### src/rtl/toggle_window_monitor.sv
// toggle_window_monitor
// Counts rising edges of sig_in over a fixed window of WINDOW clock cycles
// after a start pulse. It then reports whether the count fell inside
// [MIN_EDGES, MAX_EDGES]. The result stays visible until the next start or
// an abort. All outputs come straight from registers.
module toggle_window_monitor #(
  parameter int WINDOW    = 16,
  parameter int MIN_EDGES = 4,
  parameter int MAX_EDGES = 12,
  parameter int CNT_W     = 8
) (
  input  logic             clk,
  input  logic             rst_n,
  input  logic             sig_in,
  input  logic             start,
  input  logic             abort,
  output logic             busy,
  output logic             done,
  output logic             pass,
  output logic [CNT_W-1:0] edge_count
);

  typedef enum logic [1:0] {
    S_IDLE,
    S_RUN,
    S_DONE
  } state_t;

  localparam logic [CNT_W-1:0] CntMax    = '1;
  localparam logic [CNT_W-1:0] LastCycle = CNT_W'(WINDOW - 1);
  localparam logic [CNT_W-1:0] MinEdges  = CNT_W'(MIN_EDGES);
  localparam logic [CNT_W-1:0] MaxEdges  = CNT_W'(MAX_EDGES);

  state_t           r_state;
  logic             r_sigQ;
  logic [CNT_W-1:0] r_cycleCnt;
  logic [CNT_W-1:0] r_edgeCount;
  logic             r_busy;
  logic             r_done;
  logic             r_pass;

  state_t           w_stateNext;
  logic [CNT_W-1:0] w_cycleCntNext;
  logic [CNT_W-1:0] w_edgeCountNext;
  logic             w_busyNext;
  logic             w_doneNext;
  logic             w_passNext;
  logic             w_edge;
  logic [CNT_W-1:0] w_edgeSum;
  logic             w_inRange;

  // A rising edge is the current sample high while the previous one was low.
  // The count saturates at all-ones so that it never wraps back into the
  // passing range.
  assign w_edge    = sig_in & ~r_sigQ;
  assign w_edgeSum = (w_edge && (r_edgeCount != CntMax)) ?
                     (r_edgeCount + CNT_W'(1)) : r_edgeCount;
  assign w_inRange = (w_edgeSum >= MinEdges) && (w_edgeSum <= MaxEdges);

  // Next-state and next-output logic. Abort always beats start, and a start
  // arriving while a run is in progress is ignored.
  always_comb begin
    w_stateNext     = r_state;
    w_cycleCntNext  = r_cycleCnt;
    w_edgeCountNext = r_edgeCount;
    w_doneNext      = r_done;
    w_passNext      = r_pass;
    unique case (r_state)
      S_IDLE: begin
        if (start && !abort) begin
          w_stateNext     = S_RUN;
          w_cycleCntNext  = '0;
          w_edgeCountNext = '0;
          w_doneNext      = 1'b0;
          w_passNext      = 1'b0;
        end
      end
      S_RUN: begin
        if (abort) begin
          w_stateNext = S_IDLE;
          w_doneNext  = 1'b0;
          w_passNext  = 1'b0;
        end else begin
          w_cycleCntNext  = r_cycleCnt + CNT_W'(1);
          w_edgeCountNext = w_edgeSum;
          if (r_cycleCnt == LastCycle) begin
            w_stateNext = S_DONE;
            w_doneNext  = 1'b1;
            w_passNext  = w_inRange;
          end
        end
      end
      S_DONE: begin
        if (abort) begin
          w_stateNext = S_IDLE;
          w_doneNext  = 1'b0;
          w_passNext  = 1'b0;
        end else if (start) begin
          w_stateNext     = S_RUN;
          w_cycleCntNext  = '0;
          w_edgeCountNext = '0;
          w_doneNext      = 1'b0;
          w_passNext      = 1'b0;
        end
      end
      default: begin
        w_stateNext = S_IDLE;
        w_doneNext  = 1'b0;
        w_passNext  = 1'b0;
      end
    endcase
    w_busyNext = (w_stateNext == S_RUN);
  end

  // State and output registers. Reset clears everything, including a run in
  // flight, and no completion is reported for that run.
  always_ff @(posedge clk) begin
    if (!rst_n) begin
      r_state     <= S_IDLE;
      r_sigQ      <= 1'b0;
      r_cycleCnt  <= '0;
      r_edgeCount <= '0;
      r_busy      <= 1'b0;
      r_done      <= 1'b0;
      r_pass      <= 1'b0;
    end else begin
      r_state     <= w_stateNext;
      r_sigQ      <= sig_in;
      r_cycleCnt  <= w_cycleCntNext;
      r_edgeCount <= w_edgeCountNext;
      r_busy      <= w_busyNext;
      r_done      <= w_doneNext;
      r_pass      <= w_passNext;
    end
  end

  assign busy       = r_busy;
  assign done       = r_done;
  assign pass       = r_pass;
  assign edge_count = r_edgeCount;

endmodule

### config.mk
export PLATFORM = sky130hd
export DESIGN_NAME = toggle_window_monitor
export DESIGN_NICKNAME = d
export VERILOG_FILES = /design/src/rtl/toggle_window_monitor.sv
export SDC_FILE = /design/constraint.sdc
export NUM_CORES = 1
export LEC_CHECK = 0
export ABC_AREA = 1
export CAP_MARGIN = 25
export CORE_UTILIZATION = 45
export CTS_BUF_LIST = sky130_fd_sc_hd__clkbuf_16
export CTS_CLUSTER_SIZE = 10
export DETAILED_ROUTE_END_ITERATION = 8
export PLACE_DENSITY = 0.67
export SYNTH_ARGS = -nofsm -noshare
export SYNTH_HDL_FRONTEND = slang
export SYNTH_SLANG_ARGS = --single-unit
### constraint.sdc
create_clock -name clk -period 1.8 [get_ports clk]
set_input_delay 0.36 -clock clk [delete_from_list [all_inputs] [get_ports clk]]
set_output_delay 0.36 -clock clk [all_outputs]
set_load 0.02 [all_outputs]
==> Word level (Yosys, flattened, before mapping) <==
Index checks and enable logic that the tools add are counted.
{ "word_totals": {"regBits": 22, "latch_bits": 0, "mem_bits_rw": 0, "rom_bits": 0, "inputBits": 5, "output_inout_bits": 11, "mem_count": 0} }
{ "classes": {"addsub": 2, "n_mul": 0, "n_div": 0, "magnitude_cmp": 2, "n_eq_ne": 11, "shifts": 0, "n_mux": 23, "bitwise_logic": 2, "reduce_logical": 8} }
{ "ops": {"columns": ["operator", "count"], "rows": [
  ["$mux W8", 6],
  ["$pmux W8 S3", 2],
  ["$add A8 B1 Y8 const B", 2],
  ["$mux W2", 5],
  ["$eq A8 B4 Y1 const B", 1],
  ["$ge A8 B3 Y1 const B", 1],
  ["$le A8 B4 Y1 const B", 1],
  ["$ne A2 B2 Y1 const B", 4],
  ["$ne A8 B8 Y1 const B", 1],
  ["$mux W1", 7],
  ["$ne A3 B3 Y1 const B", 2],
  ["$pmux W1 S3", 2],
  ["$pmux W2 S3", 1],
  ["$reduce_and A5 Y1", 1],
  ["$eq A2 B1 Y1 const B", 2],
  ["$logic_and A1 B1 Y1", 3],
  ["$reduce_and A3 Y1", 1],
  ["$reduce_bool A3 Y1", 1],
  ["$eq A2 B2 Y1 const B", 1],
  ["$logic_not A2 Y1", 1],
  ["$and A1 B1 Y1", 1],
  ["$logic_not A1 Y1", 1],
  ["$not A1 Y1", 1]
]} }

==> Logic depth before layout (Yosys ltp) <==
{ "depth": {"ltp_word": 9, "depth_mapped": 12, "mapped_depth_nobuf": 12} }

==> Least setup slack after synthesis <==
No wires, ideal clock.
{ "synth_path": {"kind": "register -> register", "startpoint": "register r_edgeCount[0], in the netlist edge_count[0]", "endpoint": "register r_pass, in the netlist pass", "setup_time_ps": 67, "arrival_ps": 1598, "setup_slack_ps": 134, "stages_incl_launch_ff": 12, "synth_period_minus_slack_ps": 1666, "path_cell_list": "dfxtp_1 ha_1 nand2_1 nor2_4 nand2_4 nand2_4 inv_2 a21oi_2 nand2_1 nor2_1 nand2_1 a21oi_2"} }
{ "synth_via": {"elab_chain_cells": 8, "elab_cells_between_ends": 10} }
{ "synth_lines": {"columns": ["element", "line_no", "source"], "rows": [
  ["from (decl)", "37", "logic [CNT_W-1:0] r_edgeCount;"],
  ["from (signal assigned)", "130", "r_edgeCount <= w_edgeCountNext;"],
  ["parallel branches: the longest is 2 deep, another holds $add A8 B1 Y8", null, null],
  ["$mux W8 (*)", "56", "assign w_edgeSum = (w_edge && (r_edgeCount != CntMax)) ?"],
  ["$ge A8 B3 Y1 or $le A8 B4 Y1 (tied branches)", "58", "assign w_inRange = (w_edgeSum >= MinEdges) && (w_edgeSum <= MaxEdges);"],
  ["$logic_and A1 B1 Y1 (*)", "58", null],
  ["$mux W1 (*)", "86", "if (r_cycleCnt == LastCycle) begin"],
  ["$mux W1 (*)", "79", "if (abort) begin"],
  ["$pmux W1 S3 (*)", "68", "unique case (r_state)"],
  ["to (signal assigned)", "133", "r_pass <= w_passNext;"],
  ["to (decl)", "40", "logic r_pass;"]
]} }
Mark *: on every way between the ends. The select of a mux whose other input is x is not followed.
A chain may end at the register's enable or synchronous reset.

==> Final worst setup path <==
{ "layout_path": {"startpoint": "register r_edgeCount[0], in the netlist edge_count[0]", "endpoint": "output port edge_count[0]"} }
{ "layout_lines": {"columns": ["element", "line_no", "source"], "rows": [
  ["to (decl)", "20", "output logic [CNT_W-1:0] edge_count"]
]} }
No word-level cell between the ends.

==> out/metrics.csv <==
metric,value,unit
status,completed,
setup_tns,0,ns
die_y,55.07,um
die-area,0.003033,sq mm
async_flop_share,0,
syn_area,0.001267,sq mm
worst_pin_slew,0.5248,ns
comb_power_share,0.098,
cts_hold_buf,0,
endpoint,edge_count[0],
synthTopCellsByArea,"dfxtp_1 (35%), nand2_1 (15%), nand3_1 (6.7%)",
worstSetupEndpointType,output pin,
synth_cell_types,30,
p_sw_frac,0.2207,
cts_setup_buffers,0,
dp_slack,-0.1658,ns
p_int,0.0008324,W
finalHoldViolCount,0,
io_pins,16,
numPortBuffers,15,
power_leakage,0.6706,nW
r2r_slack,0.13,ns
row_count,18,
synthMostInstantiatedCell,nand2_1,
clkLatencyLatePin,0.25,ns
ff2ff_path_depth,12,
fin_util,0.6365,
fmax,567.9,MHz
power.switching,0.0002358,W
die_w,55.07,um
fin_area,0.001634,sq mm
firstDrtPassIters,4,
drc,0,
dp_hpwl,2.077,mm
cp_max_fo,6,
multi_input_area,734.5,sq um
ys_seq_area_frac,0.3475,
stdcell_count,242,
fin_nets,220,
power_density,653.7,mW/mm^2
rsz0062_at_grt,yes,
synth_top_area_frac,0.3475,
antenna_left,0,
synth_area_leader_cell,dfxtp_1,
r2r_start,edge_count[0]$_SDFFE_PN0P_,
critPathLaunchType,flip-flop,
root_buffer,clkbuf_16,
place_area,0.001538,sq mm
clock-sinks,22,
required,1.44,ns
num_antenna_cells,0,
drtIter0Drc,32,
synth_commonest_cells,"nand2_1 (51), dfxtp_1 (22), nor2_1 (20)",
start_util,0.4937,
slew_viol_final,0,
synthFlopType,dfxtp_1,
routed_wl,2.796,mm
grt_usage,0.2027,
vias_per_cell,4.988,
grt_overflow_total,0,
cts_htree_levels,1,
n_fill_cell,239,
grt_pass1_vias,1061,
setup_ws,0.03921,ns
cts-resized-gates,0,
yosys_warnings,0,
antenna_found_initial,0,
worstSetupStartpoint,edge_count[0]$_SDFFE_PN0P_,
synthToLayoutAreaGrowth,28.92,%
finalSetupViolCount,0,
seq_area,440.4,sq um
wl_per_cell,11.55,um
period_share,0.9782,
synth_edf_count,0,
synth_seq_cells,22,
pwr-share-clk,0.437,
avgSynthCellArea,6.888,sq um
dp_cells,238,
critPathKind,reg2out,
drv_cap,0,
drive_gt1_frac,0.1698,
gp_congestion,0.8307,
r2r-end,pass$_SDFFE_PN0P_,
cts_tree,done,
hp-class,reg2reg,
cts_made_buffers,3,
cts.path.max_buffers,2,
cp.arrival,1.40,ns
hp-start,done$_SDFFE_PN0P_,
post-route-min-period,1.761,ns
power_frac_seq,0.465,
path_clk_slew,0.06,ns
core,0.002567,sq mm
peakVddDrop,0.4524,mV
slew_headroom,0.6457,
skew,0.006600,ns
route.vias.total,1207,
syn_inst,184,
synth_nets,191,
grt_start_max_net_pins,15,
grt_pass1_wl,4.402,mm
state kept, by name (all words and copies together) (netlist names):
signal and cells:
done 1, r_sigQ 1, edge_count 8, r_cycleCnt 8, pass 1, busy 1, r_state 2
critical path: stages, from the launching register on:
cell	delay [ns]
dfxtp_1	0.38
buf_4	0.17
clkdlybuf4s50_1	0.60
power by group through the flow:
stage | Combinational (W) | Sequential [W] | Clock (W)
final | 0.000105 | 0.000497 | 0.000466
after global placement | 0.000101 | 0.000507 | 0
after floorplan | 0.0000589 | 0.000511 | 0
after CTS | 0.000104 | 0.000497 | 0.000479
after global routing | 0.000115 | 0.000498 | 0.000498
after detailed placement | 0.000103 | 0.000507 | 0
per-stage QoR:
stage           power, W  hold slack (ns)
2_1_floorplan  0.0005698           0.4532
3_3_place_gp   0.0006084           0.4514
3_5_place_dp   0.0006108           0.4645
4_1_cts         0.001080           0.4724
5_1_grt         0.001111           0.5013
6_report        0.001068           0.4673
final cells by class:
type                       instances  area share
multi-input combinational        135      0.4495
tap                               30     0.02297
inverter                          24     0.05513
sequential                        22      0.2695
timing repair buffer              27      0.1547
clock inverter                     1    0.002297
clock buffer                       3     0.04594
per-layer routing:
metal / GRT usage / vias to the layer above / wire length, um
met5: 0 / - / 0
met3: 0.01913 / 2 / 71
met2: 0.3293 / 20 / 1347
li1: - / 645 / -
met1: 0.2715 / 540 / 1367
met4: 0.08750 / 0 / 10
cells by family (layout without fill, tap and decap cells):
group                      count (synthesis)  count (layout)  synth area share
DFF                                       22              22            0.3475
xor gates and xnor gates                   4               4           0.02765
adders and majority gates                  2               2           0.01974
AOI/OAI and AO/OA                         24              24            0.1244
buffers and inverters                     27              55           0.08686
and+or+nand+nor                          105             105            0.3939
placed cells by master, fill, tap and decap left out, types with 2 or more instances in the layout:
cell type,instances
nand2_2,2
clkinv_1,2
nand3_1,17
nand2_4,2
a21oi_1,13
dfxtp_1,22
inv_1,19
nor2_1,18
inv_2,4
nand3b_1,2
nor2_4,3
a21oi_2,3
xor2_1,3
clkdlybuf4s50_1,15
nor3b_1,3
nand2_1,51
clkbuf_16,3
nor2_2,3
buf_4,11
o21ai_0,2
nand4_1,3
worst min-delay path by stage:
stage                            endpoint  slack (ns)  cells past startpoint
2_1_floorplan  r_cycleCnt[0]$_SDFFE_PN0P_        0.45                      1
5_1_grt                 done$_SDFFE_PN0P_        0.50                      2
6_report                done$_SDFFE_PN0P_        0.47                      2
3_5_place_dp            done$_SDFFE_PN0P_        0.46                      2
3_3_place_gp            done$_SDFFE_PN0P_        0.45                      2
4_1_cts                 done$_SDFFE_PN0P_        0.47                      2
No activity file was read; power rests on OpenSTA's default activity.
==> patch 1: new RTL, config.mk and constraints unchanged <==
`MAX_EDGES`: 12 -> 6.
--- a/src/rtl/toggle_window_monitor.sv
+++ b/src/rtl/toggle_window_monitor.sv
@@ -6,7 +6,7 @@
 module toggle_window_monitor #(
   parameter int WINDOW    = 16,
   parameter int MIN_EDGES = 4,
-  parameter int MAX_EDGES = 12,
+  parameter int MAX_EDGES = 6,
   parameter int CNT_W     = 8
 ) (
   input  logic             clk,
Behaviour: same outputs for any inputs over 10 cycles, from zero or initial values and one cycle with rst_n low; that may be too few to reach the edited logic, so the function may still have changed.
==> patch 1 against the original RTL <==
- critical endpoint is now edge_count[4]
- cell area fell by 8.3%
- via count fell by 1.7%
- critical path depth fell by 1
- setup slack improved by 0.070 ns
- routed wire length fell by 4.5%
- critical path type unchanged
- sequential cell count did not move
- combinational power fell by 25%
- sequential share of layout area rose by 2.5 points
- non-clock buffer count fell by 3
- first-iteration DRC count fell by 50%
- register-to-register slack improved by 0.06 ns
- utilization fell by 3.2 points
- area after synthesis fell by 7.6%
- power fell by 2.6%
- highest routed layer unchanged
==> patch 1: results (changes against the original RTL) <==
STATUS='finished clean'
VIA_PER_INST=5.183  # +3.9%
DEPTH_OF_THE_WORST_REGISTER_TO_REGISTER_PATH=11  # -1
PLACED_CELL_AREA_UM2=1401  # -8.9%
CP-ENDPOINT='edge_count[4]'
TIMING.REG2REG.SETUP_SLACK_NS=0.19  # +0.06 ns
GRT_PASS1_VIAS=1022  # -3.7%
CRIT_PATH_START='edge_count[4]'
TIMING.CRITICAL_PATH.SLOWEST_CELL_DELAY_NS=0.64  # +0.04 ns
DP_HPWL_UM=1974  # -4.9%
GLOBAL_ROUTE.USAGE.TOTAL=0.2107  # +0.007919
SEQ_AREA_FRAC_SYNTH=0.3761  # +0.02859
AVGSYNTHCELLAREA_UM2=6.654  # -3.4%
DOMINANTREGCELLSYNTH='dfxtp_1'
PLACE_CONGESTION=0.8025  # -3.4%
DRIVE_GT1_FRAC=0.1508  # -0.01906
CLK_SKEW_NS=0.003188  # -0.003412 ns
VDD.IR_DROP.WORST_mV=0.4873  # +7.7%
POST_CTS.RESIZED_INSTANCES=1  # +1
POST_DRT_WL_PER_CELL_UM=11.66  # +0.91%
TRITONCTS.NUM_BUFFERS=3  # unchanged
FILL_CELLS=249  # +4.2%
TIGHTESTPINTRANSITION_NS=0.4841  # -0.04069 ns
YOSYS-TOP-CELLS-AREA='dfxtp_1 38%, nand2_1 18%, nand3_1 6.8%'
GRT_FIRST_PASS_WIRELENGTH_UM=4278  # -2.8%
TOTAL_LEAKAGE_POWER_nW=0.6024  # -10%
SYNTH.TOP_CELLS.BY_COUNT='56 x nand2_1, 22 x dfxtp_1, 17 x inv_1'
SYNTHESIS.NETS=183  # -4.2%
YOSYSUNIQUECELLTYPES=24  # -20%
COUNT_OF_ROUTING_VIOLATIONS_AFTER_THE_OPENING_DETAILED_ROUTE_ITERATION=16  # -50%
MAX-CLOCK-PATH-BUFFERS=2  # unchanged
ARR_TIME_CRIT_PATH_NS=1.33  # -0.07 ns
DESIGN.FINAL.NETS=208  # -5.5%
[patch 1: cell families (layout without fill, tap and decap cells)]
family | after synthesis | in the layout | synth area share
AND/OR/NAND/NOR | 104 | 104 | 0.3932
XOR/XNOR | 2 | 2 | 0.01496
adder cells (fa/ha/maj) | 2 | 2 | 0.02136
AO/OA/AOI/OAI | 23 | 23 | 0.1122
flip-flops | 22 | 22 | 0.3761
buffers and inverters | 23 | 46 | 0.08226
[patch 1: how the worst min path moves through the flow]
| stage | from | to | slack, ns | cells after the start |
|---|---|---|---|---|
| 3_3_place_gp | done | done | 0.45 | 2 |
| 2_1_floorplan | r_cycleCnt[7] | r_cycleCnt[7] | 0.45 | 2 |
| 4_1_cts | done | done | 0.47 | 2 |
| 5_1_grt | done | done | 0.48 | 2 |
| 3_5_place_dp | done | done | 0.46 | 2 |
| 6_report | done | done | 0.46 | 2 |
[patch 1: power by group]
part	internal [mW]	switching [mW]	total, mW
clock network	0.293	0.172	0.466
registers	0.493	0.00330	0.496
logic	0.0320	0.0472	0.0791
total	0.818	0.223	1.04
[patch 1: stage by stage]
stage	hold slack [ns]	instances	setup slack (ns)	util
5_1_grt	0.4805	229	0.02959	0.6045
4_1_cts	0.4675	229	0.04127	0.5970
3_3_place_gp	0.4514	226	-0.1126	0.5657
6_report	0.4629	229	0.1087	0.6045
3_5_place_dp	0.4585	226	-0.1583	0.5657
2_1_floorplan	0.4496	176	0.1407	-
[patch 1: layer usage]
| metal | part of all wire | track usage |
|---|---|---|
| met1 | 0.46 | 0.2694 |
| met2 | 0.48 | 0.3439 |
| met3 | 0.051 | 0.04310 |
| met4 | 0.012 | 0.07895 |
| met5 | 0 | 0 |
[patch 1: final cells by class]
type / count / area [um^2] / area share
Sequential cell: 22 / 441.7 / 0.2949
Clock buffer: 3 / 75.07 / 0.05013
Tap cell: 30 / 37.54 / 0.02506
Timing Repair Buffer: 24 / 217.7 / 0.1454
Multi-Input combinational cell: 131 / 654.4 / 0.4369
Inverter: 19 / 71.32 / 0.04762
==> patch 2: new RTL, same flow settings <==
Without the edit above. Register the output `edge_count` once more, with the module's reset; this adds one clock of latency there. The other outputs are not delayed to match.
--- a/src/rtl/toggle_window_monitor.sv
+++ b/src/rtl/toggle_window_monitor.sv
@@ -137,7 +137,13 @@
   assign busy       = r_busy;
   assign done       = r_done;
   assign pass       = r_pass;
-  assign edge_count = r_edgeCount;
+  always_ff @(posedge clk) begin
+    if (!rst_n) begin
+      edge_count <= '0;
+    end else begin
+      edge_count <= r_edgeCount;
+    end
+  end
 
 endmodule
 
Behaviour: not the same (a bounded check fails within 4 cycles, from zero or initial values and one cycle with rst_n low).
==> patch 2 against the original RTL <==
- the flow now finishes with violations (design-rule violations)
- area after synthesis rose by 8.7%
- via count rose by 7.5%
- first-iteration DRC count rose by 91%
- routed wire length rose by 5.5%
- cell area rose by 7.3%
- sequential cell count rose by 8
- power rose by 43%
- setup slack improved by 0.099 ns
- clock skew fell by 0.0031 ns
==> patch 2: results (changes against the original RTL) <==
WORSTPATHMAXFANOUT=3  # -3
LAYOUT.NON_CLOCK_BUFFERS=22  # -19%
TIGHTESTPINTRANSITION_NS=0.4719  # -0.05286 ns
POWER.SEQUENTIAL.FRACTION=0.445  # -0.020
ROUTE.FINAL.WIRE_LENGTH_UM=2950  # +5.5%
MET1_USAGE=0.2208  # -0.05073
CLOCK_AREA_FRAC=0.07852  # +0.03028
GRT.MET2_USAGE=0.3916  # +0.06228
ARR_TIME_CRIT_PATH_NS=1.81  # +0.41 ns
MET3_USAGE=0.06576  # +0.04663
CRIT_PATH_START='abort'
GLOBAL_ROUTE.USAGE.TOTAL=0.2141  # +0.01135
MULTI_INPUT_CELLS=128  # -5.2%
YOSYS-TOP-CELLS-AREA='dfxtp_1 44%, nand2_1 16%, inv_1 8.7%'
YOSYSUNIQUECELLTYPES=26  # -13%
GRT_MAX_DEGREE=11  # -4
STATUS='complete, but fails checks'
POWER.DENSITY_CELL_AREA_nW_PER_UM2=869.1  # +33%
CLK_SKEW_NS=0.003466  # -0.003134 ns
PLACE_CONGESTION=0.8420  # +1.4%
FILL_CELLS=263  # +10%
TOTAL_LEAKAGE_POWER_nW=0.8135  # +21%
TRITONCTS_NUM_SINKS=30  # +36%
SEQ_AREA_FRAC_SYNTH=0.4360  # +0.08848
RESIDUAL_DRC_COUNT=4  # +4
H-TREE-DEPTH=2  # +1
COUNT_OF_ROUTING_VIOLATIONS_AFTER_THE_OPENING_DETAILED_ROUTE_ITERATION=61  # +91%
GRT_FIRST_PASS_WIRELENGTH_UM=5278  # +20%
WORST_R2R_STARTPOINT='r_edgeCount[1]'
DIE-WIDTH_UM=57.33  # +4.1%
WORST_SKEW_PAIR.LATE_LATENCY_NS=0.27  # +0.02 ns
P_SW_FRAC=0.2090  # -0.01174
VIOLATIONS='design-rule violations'
SYNTHESIS.INSTANCES=195  # +6.0%
NON_CLOCK_INVERTERS=35  # +46%
TIMING.REG2REG.SETUP_SLACK_NS=0.21  # +0.08 ns
POST_DRT_WL_PER_CELL_UM=11.61  # +0.52%
GRT_PASS1_VIAS=1301  # +23%
MULTI_INPUT_AREA_SHARE=0.3655  # -0.08401
FIRST_PASS_ITERS=6  # +2
==> patch 2: kinds of logic (layout without fill, tap and decap cells) <==
family                     count (synthesis)  count (layout)  share of synthesized area
AOI/OAI and AO/OA                         24              24                     0.1026
and+or+nand+nor                          100             100                     0.3243
DFF                                       30              30                     0.4360
xor gates and xnor gates                   2               2                    0.01817
buffers and inverters                     37              65                     0.1008
adders and majority gates                  2               2                    0.01816
==> patch 2: layer usage <==
metal  routed length, um  vias to the layer above
met5                   0                        -
met4                  60                        0
met3                 140                        7
met2                1516                       38
met1                1232                      578
li1                    -                      675
==> patch 2: metrics by stage <==
step	utilization	TNS, ns	setup WS (ns)
after floorplan	-	0	0.2915
after global placement	0.5697	-0.03998	-0.03998
after detailed placement	0.5697	-0.1430	-0.09467
after CTS	0.6183	0	0.1338
after global routing	0.6196	0	0.005696
final	0.6196	0	0.1381
==> patch 2: worst min-delay path, stage by stage (launching register included) <==
cell,delay (ns)
dfxtp_1,0.30
nand2_1,0.06
a21oi_1,0.05
